--- src/rtl/i2c_bus_monitor_pkg.sv ---
// Shared definitions for the I2C bus monitor: bus state encodings and a counter-width helper.
package i2c_bus_monitor_pkg;

    typedef enum logic [1:0] {
        IDLE = 2'd0,
        BUSY = 2'd1,
        BUF  = 2'd2
    } bus_state_e;

    // Width needed to hold 0..max_val, never less than one bit.
    function automatic int clog2_min1(input int max_val);
        int w;
        w = $clog2(max_val + 1);
        return (w < 1) ? 1 : w;
    endfunction

endpackage

--- src/rtl/i2c_glitch_filter.sv ---
// Per-line glitch filter: the filtered level follows the raw line only after a persistent mismatch.
module i2c_glitch_filter
    import i2c_bus_monitor_pkg::*;
#(
    parameter int TR_CYC = 2,
    parameter int TF_CYC = 2
) (
    input  logic clk,
    input  logic rst,
    input  logic lin,
    output logic lf,
    output logic hilo,
    output logic lohi
);

    localparam int MAX_CYC = (TR_CYC > TF_CYC) ? TR_CYC : TF_CYC;
    localparam int CW = clog2_min1(MAX_CYC);
    localparam logic [CW-1:0] TR_LIM = CW'(TR_CYC);
    localparam logic [CW-1:0] TF_LIM = CW'(TF_CYC);

    logic [CW-1:0] cnt;
    logic [CW-1:0] lim;

    // A filtered high is heading low, so the falling threshold applies.
    assign lim = lf ? TF_LIM : TR_LIM;

    always_ff @(posedge clk or posedge rst) begin
        if (rst) begin
            lf   <= 1'b1;
            cnt  <= '0;
            hilo <= 1'b0;
            lohi <= 1'b0;
        end else begin
            hilo <= 1'b0;
            lohi <= 1'b0;
            if (lin == lf) begin
                cnt <= '0;
            end else if (cnt >= lim) begin
                lf   <= lin;
                cnt  <= '0;
                hilo <= lf;
                lohi <= ~lf;
            end else begin
                cnt <= cnt + 1'b1;
            end
        end
    end

endmodule

--- src/rtl/i2c_bus_monitor.sv ---
// I2C bus monitor: filtered lines, edge pulses, START/repeated START/STOP, bus-busy with tBUF.
// Optional SCL stuck-low timeout is built only when I2C_BUSMON_TIMEOUT_EN is defined.
module i2c_bus_monitor
    import i2c_bus_monitor_pkg::*;
#(
    parameter int TR_CYC     = 2,
    parameter int TF_CYC     = 2,
    parameter int TBUF_CYC   = 50
`ifdef I2C_BUSMON_TIMEOUT_EN
    ,
    parameter int SCL_TO_CYC = 1000
`endif
) (
    input  logic clk,
    input  logic rst,
    input  logic sda,
    input  logic scl,
    output logic sda_f,
    output logic scl_f,
    output logic sda_hilo,
    output logic sda_lohi,
    output logic scl_hilo,
    output logic scl_lohi,
    output logic sta,
    output logic rsta,
    output logic sto,
    output logic bby,
    output logic tout
);

    localparam int BW = clog2_min1(TBUF_CYC);
    localparam logic [BW-1:0] BUF_LOAD = BW'(TBUF_CYC);

    bus_state_e    state, state_n;
    logic [BW-1:0] buf_cnt, buf_n;
    logic          scl_prev;

    i2c_glitch_filter #(.TR_CYC(TR_CYC), .TF_CYC(TF_CYC)) u_sda_filter (
        .clk  (clk),
        .rst  (rst),
        .lin  (sda),
        .lf   (sda_f),
        .hilo (sda_hilo),
        .lohi (sda_lohi)
    );

    i2c_glitch_filter #(.TR_CYC(TR_CYC), .TF_CYC(TF_CYC)) u_scl_filter (
        .clk  (clk),
        .rst  (rst),
        .lin  (scl),
        .lf   (scl_f),
        .hilo (scl_hilo),
        .lohi (scl_lohi)
    );

    // scl_prev is SCL as it was before the edge that raised the SDA pulse, so a
    // simultaneous SCL+SDA fall still counts as START.
    assign sta  = sda_hilo & scl_prev;
    assign sto  = sda_lohi & scl_prev;
    assign rsta = sta & (state == BUSY);

    always_ff @(posedge clk or posedge rst) begin
        if (rst) begin
            state    <= IDLE;
            buf_cnt  <= '0;
            bby      <= 1'b0;
            scl_prev <= 1'b1;
        end else begin
            state    <= state_n;
            buf_cnt  <= buf_n;
            bby      <= (state_n != IDLE);
            scl_prev <= scl_f;
        end
    end

    // BUF counts down the bus-free time; a zero tBUF skips BUF entirely.
    always_comb begin
        state_n = state;
        buf_n   = buf_cnt;
        case (state)
            IDLE: begin
                if (sta) state_n = BUSY;
            end
            BUSY: begin
                if (sto) begin
                    state_n = (TBUF_CYC == 0) ? IDLE : BUF;
                    buf_n   = BUF_LOAD;
                end
            end
            BUF: begin
                if (sta) begin
                    state_n = BUSY;
                end else if (sto) begin
                    buf_n = BUF_LOAD;
                end else if (buf_cnt <= BW'(1)) begin
                    state_n = IDLE;
                end else begin
                    buf_n = buf_cnt - 1'b1;
                end
            end
            default: state_n = IDLE;
        endcase
    end

`ifdef I2C_BUSMON_TIMEOUT_EN
    localparam int TW = clog2_min1(SCL_TO_CYC);
    localparam logic [TW-1:0] TO_MAX = TW'(SCL_TO_CYC);

    logic [TW-1:0] to_cnt;

    // Timeout only watches a busy bus; tout stays set until SCL rises or BUSY is left.
    always_ff @(posedge clk or posedge rst) begin
        if (rst) begin
            to_cnt <= '0;
            tout   <= 1'b0;
        end else begin
            if (state != BUSY || scl_f) begin
                to_cnt <= '0;
            end else if (to_cnt != TO_MAX) begin
                to_cnt <= to_cnt + 1'b1;
            end
            if (scl_lohi || state != BUSY) begin
                tout <= 1'b0;
            end else if (to_cnt == TO_MAX) begin
                tout <= 1'b1;
            end
        end
    end
`else
    assign tout = 1'b0;
`endif

endmodule

--- config.mk ---
export PLATFORM = sky130hd
export DESIGN_NAME = i2c_bus_monitor
export DESIGN_NICKNAME = d
export VERILOG_FILES = /design/src/rtl/i2c_bus_monitor_pkg.sv /design/src/rtl/i2c_glitch_filter.sv /design/src/rtl/i2c_bus_monitor.sv
export SDC_FILE = /design/constraint.sdc
export NUM_CORES = 1
export LEC_CHECK = 0
export ABC_AREA = 1
export CORE_MARGIN = 1
export CORE_UTILIZATION = 51
export CTS_CLUSTER_DIAMETER = 60
export DETAILED_ROUTE_END_ITERATION = 7
export HOLD_SLACK_MARGIN = 0.12
export PLACE_DENSITY = 0.76
export SLEW_MARGIN = 20
export SYNTH_ARGS = -nofsm -noshare
export SYNTH_HDL_FRONTEND = slang
export SYNTH_SLANG_ARGS = --single-unit
--- constraint.sdc ---
create_clock -name clk -period 1.4 [get_ports clk]
set_input_delay 0.28 -clock clk [delete_from_list [all_inputs] [get_ports clk]]
set_output_delay 0.28 -clock clk [all_outputs]
set_load 0.01 [all_outputs]
==> results.md <==
Status:
- The run finished, with violations left.
- The final reports fail on setup timing.

Cells and area:
- The library cell used most frequently in the layout, excluding fill and tap cells, is sky130_fd_sc_hd__nand2_1.
- After the last flow step, the layout net total stands at 141.
- 0 antenna diodes ended up in the layout.
- The area growth from synthesis to layout is 31.2%.
- At the end of the flow the core is filled with cells to 0.726.
- The top cell types in the final layout, fill and taps aside, are sky130_fd_sc_hd__nand2_1 (24), sky130_fd_sc_hd__dfrtp_1 (17), sky130_fd_sc_hd__buf_4 (13).
- In the final layout, the share of cells above drive strength 1 is 0.313.
- The final non-filler cell area is ~1300 um2.
- After the flow finishes, the layout carries non-filler instances totaling between 150 and 200.
- Fill cells in the final layout number 141.

Placement:
- The cell area after placement is between 1000 and 1500 um2.
- The cell count after placement is 152.
- The congestion estimate from routability-driven global placement came to ~0.87.
- The count of port buffers added during placement is 13.
- Summed over all nets, the half-perimeter wirelength after detailed placement is 1.47 mm.

Hold path:
- The min-delay analysis places its worst path in the category in -> async.

Global routing:
- The initial antenna violation count is 0.
- Entering global routing, the biggest net connects 15 pins.
- The via count of the first global-routing pass is approximately 700.
- In the global route stage, overall resource usage came out at 0.210.
- The total congestion overflow is 0.
- The first global-routing pass estimated approximately 3.0 mm of wire.

Timing:
- Across all hold checks on the routed design, the worst slack comes to around 0.26 ns.
- On the final layout, the worst clock skew is between 0.005 and 0.006 ns.
- The minimum setup slack in the final design is -0.0520 ns.
- Setup violations remaining at the end of the flow were counted as 3.
- The part of the cycle the worst path needs is 1.04.
- The number of hold violations in the final report is 0.
- Setup repair after global routing could not meet its margin everywhere.
- The number of pins exceeding their max-slew limit in the final report came to 0.
- The worst path in the final design needs a cycle of about 1.5 ns, including I/O delays and setup.
- The timing-limited maximum frequency is between 0.6 and 0.7 GHz.

Clocking:
- The number of clock buffers added by TritonCTS is 3.
- Clock-pin slew was measured on the worst setup and hold paths at 0.11 ns.
- The number of levels the H-tree was split into is 1.
- The hold-fix buffer count after cts is 0.
- The clock insertion delay at the later pin of the skew report is about 0.30 ns.
- Clock tree synthesis found a total of 20 sinks.
- In this run the clock root is driven by a sky130_fd_sc_hd__clkbuf_4.
- The CTS tree is done.
- In this run the deepest clock path goes through 2 buffers.

Logic synthesis:
- Counting flops and latches in the post-synthesis netlist gives 20.
- The fraction of registers with async set/reset is 1.00.
- The sequential element share of the synthesized area is 0.517.
- The main flop type after synthesis is sky130_fd_sc_hd__dfrtp_1.
- The number of nets in the synthesized netlist is between 100 and 150.
- The number of enable-type register cells in the synthesized netlist is 0.
- The mapped netlist covers roughly 980 um2.
- For this run, the number of Yosys warnings is 0.
- The mean cell area of the mapped netlist is roughly 9.2 um2.
- The count of mapped cells out of synthesis is about 110.
- The synthesized netlist contains 23 unique library cells.

Power:
- The reported leakage power is just under 0.7 nW.
- The post-route total power is between 2 and 2.5 mW.
- The worst-case IR drop observed on VDD is between 0.001 and 0.0015 V.
- The total power per unit cell area is ~1700 nW/um2.

Die:
- The initial core utilization is 0.553.
- The floorplan row count is 15.
- The horizontal die dimension is 45.7 um.
- The die area is between 2000 and 2500 um2.
- The die outline height is around 46 um.
- The core region is around 1800 um2.
- The number of top-level pins is 15.

Drt:
- The total wire length is between 1.5 and 2 mm.
- The number of remaining DRC errors is 0.
- The count of nets left with antenna violations after detail routing is 0.
- The length of the first detailed-routing pass in iterations is 4.
- The average detailed-routed wire length per instance is 11.9 um.
- The via count of the routed design is 770.
- The via density per instance is 4.84.
- The initial DRC count is 14.

Worst setup path:
- The data arrival time of the worst path is approximately 1.2 ns.
- The critical path capture point type is an output pin.
- The nature of the critical path startpoint is a register.
- For the worst setup path, the data required time is between 1 and 1.5 ns.
- The critical path start-end classification is reg -> out.
- In this run the worst path has a maximum fanout of 3.
- The slack of the worst reg-to-reg path is 0 ns.

Job:
- The number of maximum-capacitance constraint violations is 0.
## synthesized netlist by cell type, types with 2 or more instances
cell type                 number  area (um2)
sky130_fd_sc_hd__nand3_4       2        35.0
sky130_fd_sc_hd__nor2_4        2        22.5
sky130_fd_sc_hd__ha_1          2        25.0
sky130_fd_sc_hd__nand3_1       9        45.0
sky130_fd_sc_hd__nand2_1      25        93.8
sky130_fd_sc_hd__inv_1        10        37.5
sky130_fd_sc_hd__inv_2         4        15.0
sky130_fd_sc_hd__nor2_1        9        33.8
sky130_fd_sc_hd__o21ai_0       3        15.0
sky130_fd_sc_hd__nor3_1        4        20.0
sky130_fd_sc_hd__nand2_4       4        45.0
sky130_fd_sc_hd__dfrtp_1      17         425
sky130_fd_sc_hd__xnor2_1       3        26.3
sky130_fd_sc_hd__dfstp_2       3        78.8
## registers in the layout, indices dropped and copies added, names as in the netlist
signal	flops
scl_prev	1
state	2
u_scl_filter.lf	1
bby	1
u_scl_filter.hilo	1
u_sda_filter.lf	1
u_sda_filter.cnt	2
u_scl_filter.cnt	2
u_scl_filter.lohi	1
u_sda_filter.hilo	1
buf_cnt	6
u_sda_filter.lohi	1
## metal layers
| metal | track usage | up-vias | routed length (um) |
|---|---|---|---|
| li1 | - | 387 | - |
| met1 | 0.238 | 363 | 764 |
| met2 | 0.383 | 13 | 1040 |
| met3 | 0.0238 | 7 | 41 |
| met4 | 0.106 | 0 | 53 |
| met5 | 0 | - | 0 |
## logic make-up (layout without fill, tap and decap cells)
group | after synthesis | count (layout) | share of synthesized area
and+or+nand+nor | 58 | 58 | 0.323
DFF | 20 | 20 | 0.517
buffers and inverters | 16 | 44 | 0.0680
AOI/OAI and AO/OA | 5 | 5 | 0.0269
xor gates and xnor gates | 4 | 4 | 0.0359
adders and majority gates | 2 | 2 | 0.0256
other | 1 | 1 | 0.00384
## power by group
group	switching (mW)	internal, mW	leakage, nW
sequential	0.129	0.782	0.260
combinational	0.475	0.407	0.403
clock	0.175	0.159	0.0210
total	0.779	1.35	0.684
## worst max-delay path, stage by stage (launching register included)
cell	delay [ns]
sky130_fd_sc_hd__dfstp_2	0.60
sky130_fd_sc_hd__nand2_4	0.08
sky130_fd_sc_hd__nor2_4	0.09
sky130_fd_sc_hd__buf_6	0.11
## worst paths after layout
path                                        to                start  depth (start not counted)
min in group clk           u_scl_filter.cnt[0]  u_scl_filter.cnt[0]                          1
setup reg to reg                    buf_cnt[1]           buf_cnt[1]                          9
hold reg to reg            u_scl_filter.cnt[0]  u_scl_filter.cnt[0]                          1
max in group asynchronous      u_sda_filter.lf                  rst                          3
hold / removal             u_scl_filter.cnt[0]                  rst                          3
setup / recovery                          rsta             scl_prev                          3
## metrics by stage
stage               setup TNS, ns  setup WS (ns)
floorplan                       0          0.134
global placement           -0.175         -0.101
detailed placement         -0.244         -0.138
CTS                        -0.245        -0.0408
global route               -0.633        -0.0935
finish                    -0.0594        -0.0520
## area by class of cell
type | count | area [um2] | area share
clock buffers | 4 | 36.3 | 0.0283
repair buffers | 25 | 216 | 0.169
flip-flops and latches | 20 | 504 | 0.394
inverters | 15 | 58.8 | 0.0459
well taps | 25 | 31.3 | 0.0244
multi-input cells | 70 | 433 | 0.338
## what timing repair did
item,in CTS,in global routing
endpoints found under the hold margin,0,0
endpoints found under the setup margin,10,12
setup buffers,1,2
resized for setup,20,13
pin swaps,1,0
(Power assumes the default switching activity.)
